## config.mk

```make
export PLATFORM = sky130hd
export DESIGN_NAME = ram_dp_arbiter
export DESIGN_NICKNAME = d
export VERILOG_FILES = /design/src/rtl/ram_dp_arbiter.sv
export SDC_FILE = /design/constraint.sdc
export NUM_CORES = 1
export LEC_CHECK = 0
export BUFFER_PORTS_ARGS = -buffer_cell sky130_fd_sc_hd__buf_2
export CAP_MARGIN = 30
export CORE_MARGIN = 10
export CORE_UTILIZATION = 38
export DETAILED_ROUTE_END_ITERATION = 12
export GPL_TIMING_DRIVEN = 0
export PLACE_DENSITY = 0.8
export SETUP_SLACK_MARGIN = 0.5
export SLEW_MARGIN = 20
export SYNTH_ARGS = -nofsm -noshare
export SYNTH_HDL_FRONTEND = slang
export SYNTH_SLANG_ARGS = --single-unit
```

## constraint.sdc

```tcl
create_clock -name HCLK -period 2.15 [get_ports HCLK]
set_clock_uncertainty 0.2 [all_clocks]
set_input_delay 0.1075 -clock HCLK [delete_from_list [all_inputs] [get_ports HCLK]]
set_output_delay 0.1075 -clock HCLK [all_outputs]
set_load 0.02 [all_outputs]
```

## src/rtl/ram_dp_arbiter.sv

```systemverilog
// Two-requester arbiter for a simple dual-port RAM: one write and one read grant
// per cycle, each with its own round-robin pointer, plus a read-after-write stall.
module ram_dp_arbiter #(
  parameter int DATA_WIDTH = 8,
  parameter int ADDR_WIDTH = 6
) (
  input  logic                  HCLK,
  input  logic                  HRESETn,
  input  logic                  m0_req,
  input  logic                  m0_we,
  input  logic [ADDR_WIDTH-1:0] m0_addr,
  input  logic [DATA_WIDTH-1:0] m0_wdata,
  output logic                  m0_gnt,
  output logic                  m0_rvalid,
  output logic [DATA_WIDTH-1:0] m0_rdata,
  input  logic                  m1_req,
  input  logic                  m1_we,
  input  logic [ADDR_WIDTH-1:0] m1_addr,
  input  logic [DATA_WIDTH-1:0] m1_wdata,
  output logic                  m1_gnt,
  output logic                  m1_rvalid,
  output logic [DATA_WIDTH-1:0] m1_rdata,
  output logic                  ram_we,
  output logic [ADDR_WIDTH-1:0] ram_write_addr,
  output logic [DATA_WIDTH-1:0] ram_data,
  output logic [ADDR_WIDTH-1:0] ram_read_addr,
  input  logic [DATA_WIDTH-1:0] ram_q
);

  logic                  w_wr_c0, w_wr_c1, w_rd_c0, w_rd_c1;
  logic                  w_wr_sel, w_rd_sel;
  logic                  w_wr_gnt, w_rd_gnt, w_hazard;
  logic [ADDR_WIDTH-1:0] w_wr_addr, w_rd_addr;

  // Pointers hold the requester served by the last grant (0 = m0, 1 = m1).
  logic                  r_wr_last, r_rd_last;
  logic                  r_rd_pend, r_rd_sel;
  logic [ADDR_WIDTH-1:0] r_rd_addr;

  assign w_wr_c0 = m0_req & m0_we;
  assign w_wr_c1 = m1_req & m1_we;
  assign w_rd_c0 = m0_req & ~m0_we;
  assign w_rd_c1 = m1_req & ~m1_we;

  always_comb begin
    w_wr_sel = w_wr_c1;
    w_rd_sel = w_rd_c1;
    if (w_wr_c0 && w_wr_c1) w_wr_sel = ~r_wr_last;
    if (w_rd_c0 && w_rd_c1) w_rd_sel = ~r_rd_last;
  end

  assign w_wr_addr = w_wr_sel ? m1_addr : m0_addr;
  assign w_rd_addr = w_rd_sel ? m1_addr : m0_addr;

  // A read hitting the address being written this edge waits one cycle so it sees the new data.
  assign w_wr_gnt = HRESETn & (w_wr_c0 | w_wr_c1);
  assign w_hazard = w_wr_gnt & (w_rd_addr == w_wr_addr);
  assign w_rd_gnt = HRESETn & (w_rd_c0 | w_rd_c1) & ~w_hazard;

  assign m0_gnt = (w_wr_gnt & ~w_wr_sel) | (w_rd_gnt & ~w_rd_sel);
  assign m1_gnt = (w_wr_gnt &  w_wr_sel) | (w_rd_gnt &  w_rd_sel);

  assign ram_we         = w_wr_gnt;
  assign ram_write_addr = w_wr_addr;
  assign ram_data       = w_wr_sel ? m1_wdata : m0_wdata;
  assign ram_read_addr  = w_rd_gnt ? w_rd_addr : r_rd_addr;

  always_ff @(posedge HCLK or negedge HRESETn) begin
    if (!HRESETn) begin
      r_wr_last <= 1'b1;
      r_rd_last <= 1'b1;
      r_rd_pend <= 1'b0;
      r_rd_sel  <= 1'b0;
      r_rd_addr <= '0;
    end else begin
      r_rd_pend <= w_rd_gnt;
      if (w_wr_gnt) r_wr_last <= w_wr_sel;
      if (w_rd_gnt) begin
        r_rd_last <= w_rd_sel;
        r_rd_sel  <= w_rd_sel;
        r_rd_addr <= w_rd_addr;
      end
    end
  end

  assign m0_rvalid = r_rd_pend & ~r_rd_sel;
  assign m1_rvalid = r_rd_pend &  r_rd_sel;
  assign m0_rdata  = ram_q;
  assign m1_rdata  = ram_q;

endmodule

```

# After elaboration in Yosys (flattened, before gate mapping)
# Index checks and enable logic that the tools add are counted.
[word_totals]
ff_bits = 10
input_bits = 42
output_inout_bits = 41
word_cells = 40
[op_classes]
n_eq_ne = 1
muxes = 6
bitwise_logic = 26
n_reduce_logical = 2
[ops]
columns = ["op", "count"]
rows = [
  ["6-bit two-way mux", 3],
  ["1-bit AND", 14],
  ["8-bit two-way mux", 1],
  ["1-bit inverter", 8],
  ["6-bit == test", 1],
  ["1-bit OR", 4],
  ["1-bit logical AND", 2],
  ["1-bit two-way mux", 2],
]

# Longest topological paths before layout
[logic_depth]
depth_word = 11
ltp_mapped = 7
depth_no_buf = 6

# Worst setup path before layout
# OpenSTA, ideal clock, no wires.
[synth_path]
path_type = "reg-to-reg"
startpoint = "reg r_wr_last"
endpoint = "reg r_rd_addr[0]"
setup_time_ns = 0.108
arrival_ns = 1.754
t_required_ns = 1.842
slack_ns = 0.088
path_stages_with_launch = 8
path_buffers = 1
synth_period_minus_slack_ns = 2.062
cell_sequence = "dfstp_2 and3_1 nor2_4 a221oi_2 o21ai_4 nand2b_1 buf_6 a22o_1"
[synth_between]
elab_chain_len = 8
[synth_lines]
columns = ["element", "line", "text"]
rows = [
  ["from (decl)", "36", "logic r_wr_last, r_rd_last;"],
  ["from (signal assigned)", "77", "if (w_wr_gnt) r_wr_last <= w_wr_sel;"],
  ["1-bit inverter", "48", "if (w_wr_c0 && w_wr_c1) w_wr_sel = ~r_wr_last;"],
  ["1-bit two-way mux", "48", ""],
  ["6-bit two-way mux", "52", "assign w_wr_addr = w_wr_sel ? m1_addr : m0_addr;"],
  ["6-bit == test", "57", "assign w_hazard = w_wr_gnt & (w_rd_addr == w_wr_addr);"],
  ["1-bit AND", "57", ""],
  ["1-bit inverter", "58", "assign w_rd_gnt = HRESETn & (w_rd_c0 | w_rd_c1) & ~w_hazard;"],
  ["1-bit AND", "58", ""],
  ["6-bit two-way mux", "-", ""],
  ["net ram_read_addr[0]", "26", "output logic [ADDR_WIDTH-1:0] ram_read_addr,"],
  ["to (signal assigned)", "81", "r_rd_addr <= w_rd_addr;"],
  ["to (decl)", "38", "logic [ADDR_WIDTH-1:0] r_rd_addr;"],
]
# The timed path passes the listed nets, and every way through them passes these cells.
# A chain may end at the register's enable or synchronous reset.

# Worst setup path after layout
[layout_path]
startpoint = "reg r_wr_last"
endpoint = "out ram_read_addr[4]"
[layout_between]
elab_chain_len = 8
[layout_lines]
columns = ["element", "line"]
rows = [
  ["1-bit inverter", "48"],
  ["1-bit two-way mux", "48"],
  ["6-bit two-way mux", "52"],
  ["6-bit == test", "57"],
  ["1-bit AND", "57"],
  ["1-bit inverter", "58"],
  ["1-bit AND", "58"],
  ["6-bit two-way mux", "-"],
  ["to (decl)", "26"],
]
# No other way between the ends.

==> summary.md <==
| Metric | Value |
|---|---|
| # fillers | 168 |
| Number of global-route vias before repair | 1298 |
| HP Start | HRESETn |
| Outcome | complete, but fails checks |
| Starting Density | 0.4015 |
| Fin cells | 240 |
| Most used cell, CP | buf_6 |
| Largest family of logic cells by synthesized area | compound AO/OA/AOI/OAI gates |
| Min-Delay Path Depth | 4 |
| CP endpoint kind | output pin |
| Worst path required time | 1.84 ns |
| Min-delay worst type | input pin to register |
| Hold EP | r_wr_last$_DFFE_PN1P_ |
| Core ar. | 2477 um2 |
| Largest cells by area after synthesis | dfrtp_1, mux2_2, buf_4, nand2_1, a22o_1 |
| Most common cell in the netlist | nand2_1 |
| CTS Buffer Depth | 2 |
| Std cell rows | 18 |
| Gpl congestion | 0.7919 |
| Total gr overflow | 0 |
| RSZ-0062 raised after global routing | true |
| Flops & latches, synth | 10 |
| Synth area leader | dfrtp_1 |
| Register area share after synthesis | 0.2541 |
| Crit share post-route | 1.145 |
| Cell Pwr Density | 512.5 nW/um2 |
| H-Tree Depth | 1 |
| Critical Path Max Stage Delay | 0.53 ns |
| Post-DP HPWL | 2.968 mm |
| Dpl ws | -0.06723 ns |
| Ys async rst share | 1.000 |
| Worst slew pin tran | 0.7043 ns |
| Area grow syn2layout | 95.72% |
| Post-synth EDFFs | 0 |
| Initial DRC count | 70 |
| I/O Pins | 83 |
| Fraction of layout instances using a drive strength above 1 | 0.7048 |
| Crit path launch type | register |
| Vias per inst | 5.054 |
| Final hold vios | 0 |
| Peak supply drop | 581.2 uV |
| Post-synthesis mux area share | 0.1472 |
| Maximum number of pins on one net before global-route repair | 11 |
| Horiz. Die Dim | 71.16 um |
| Fin. max-slew vios | 0 |
| DRC | 0 |
| CP top delay family | compound AO/OA/AOI/OAI gates |
| Tmin final | 2.463 ns |
| Critical path type | register to output pin |
| Share of the synthesized area in the top cell type | 0.2013 |
| Initial DRT Pass Iterations | 4 |
| Inst Count DP | 216 |
| Worst Path Arrival | 2.16 ns |
| Fmax | 406.1 MHz |
| Clk root buf | clkbuf_4 |
| FF-to-FF path depth | 9 |
| Number of buffers created by CTS | 3 |
| Max FO, Critical Path | 8 |
| Simple-gate share of the synthesized area | 0.1786 |
| Ys flop type | dfrtp_1 |
| First-pass GRT wire length | 6.430 mm |
| Initial antenna violation count | 0 |
| # diodes | 0 |
| Cell Area, Synth | 994.7 um2 |
| DIE AREA | 5064 um2 |
| Post-synthesis compound-gate area fraction | 0.2252 |
| Die Ht | 71.16 um |
| Vias | 1213 |
| Worst r2r src | r_wr_last$_DFFE_PN1P_ |
| Failing checks | negative setup slack |
| Post-synthesis net count | 154 |
| CTS tree | done |
| Mapped Cells | 112 |
| Xor/xnor cell area share of the yosys netlist | 0.03522 |
| Critical-path top delay cell | dfstp_2 |
| Synth Area in Adders | 0 |
| Yosys warns | 0 |
| Buf/Inv on CP | 2 |
| Clock sink total | 10 |
| WL final | 4.336 mm |
| Static Leak | 0.001011 uW |
| GR Util All Layers | 0.1529 |
| Synth cell count leaders | nand2_1, buf_4, mux2_2 |
| CTS clock-pin slew for the worst setup and hold paths | 0.07 ns |
| Antenna Violating Nets Remaining | 0 |
| Final Worst Setup Slack | -0.3126 ns |
| Final net count | 253 |
| Final Setup Violations | 11 |
| Clock Latency Late Sink | 0.27 ns |
| Port bufs | 74 |
| Max Cap Violations | 0 |
| Yosys cell types | 32 |
| Syn avg cell area | 8.881 um2 |
| Worst slew margin | 0.5273 |
| Reg-to-Reg End | r_rd_sel$_DFFE_PN0N_ |
| Logic depth of the worst path, buffers included | 8 |
| CP cell instances | and3_4, o211ai_1, o32ai_2, o21ai_4, nand2b_1, buf_6, a22o_4, buf_6 |
| WL per Instance | 18.07 um |
| R2R setup slack | -0.07 ns |
[power by group]
| group | switching [uW] | internal [uW] | leakage [uW] |
|---|---|---|---|
| Sequential | 22.7 | 227 | 0.000122 |
| Clock | 71.3 | 103 | 0.0000210 |
| Combinational | 268 | 305 | 0.000868 |
| Total | 362 | 636 | 0.00101 |
[metal layers]
layer / vias to the layer above / wire length (um) / GRT usage
met5: - / 0 / 0
met4: 0 / 55 / 0.04086
met3: 6 / 303 / 0.05021
met2: 53 / 2344 / 0.2912
met1: 576 / 1633 / 0.1529
li1: 578 / - / -
[per-stage QoR]
stage          hold slack (ns)  power (uW)  TNS (ns)  utilization  instance area (um2)
2_1_floorplan          -0.3881       504.6         0            -                 1036
3_3_place_gp           -0.2115       629.4   -0.2190       0.5828                 1444
3_5_place_dp           -0.2035       638.0   -0.3457       0.5828                 1444
4_1_cts                0.09624       949.4    -2.111       0.7293                 1807
5_1_grt                 0.1128        1043    -3.315       0.7859                 1947
6_report               0.09138       997.7    -2.421       0.7859                 1947
[state kept, by name, summed over array words and instances (netlist names)]
register	cells
r_rd_sel	1
r_rd_addr	6
r_rd_last	1
r_rd_pend	1
r_wr_last	1
[repair_timing]
item / CTS / global route
gates resized for setup: 65 / 10
hold endpoints to repair: 10 / 0
hold buffers: 2 / 0
endpoints found under the setup margin: 31 / 31
pin swaps: 11 / 7
buffers inserted: 7 / 10
gates cloned: 0 / 1
[how the worst max path moves through the flow]
stage                          startpoint          endpoint  slack (ns)
floorplan           r_wr_last$_DFFE_PN1P_  ram_read_addr[0]        0.19
global placement    r_wr_last$_DFFE_PN1P_  ram_read_addr[0]       -0.04
detailed placement  r_wr_last$_DFFE_PN1P_  ram_read_addr[0]       -0.07
CTS                 r_wr_last$_DFFE_PN1P_  ram_read_addr[0]       -0.28
global route        r_wr_last$_DFFE_PN1P_  ram_read_addr[5]       -0.38
finish              r_wr_last$_DFFE_PN1P_  ram_read_addr[4]       -0.31
[layout by cell type, fill, tap and decap left out, types with 2 or more instances in the layout]
cell           Yosys  routed
buf_2              1      53
buf_6              1      30
buf_4             16      24
nand2_1           22      21
mux2_4             0      13
dfrtp_1            8       8
inv_1              6       6
a21oi_1            6       6
a22o_4             0       6
xnor2_1            4       4
o22ai_1            3       3
clkbuf_4           0       3
o21ai_1            2       2
nor2b_1            2       2
nand2b_1           2       2
buf_12             0       2
dlygate4sd3_1      0       2
dfstp_2            2       2
[area by class of cell]
cell class / count / area (um2) / share of cell area
Timing Repair Buffer: 94 / 716.9 / 0.3683
Multi-Input combinational cell: 78 / 729.5 / 0.3747
Clock buffer: 4 / 36.28 / 0.01864
Tap cell: 30 / 37.54 / 0.01928
Sequential cell: 10 / 252.7 / 0.1298
Inverter: 6 / 22.52 / 0.01157
Buffer: 18 / 151.4 / 0.07776
[kinds of logic after synthesis]
group	after synthesis
and+or+nand+nor	34
AOI/OAI and AO/OA	27
buffers and inverters	24
muxes	13
DFF	10
xor gates and xnor gates	4
[tightest hold or removal path: stages]
cell and delay, ns:
buf_2 0.12, nand2_1 0.17, nand2_1 0.12, nand2_1 0.05
Power figures use the tool's default switching activity.
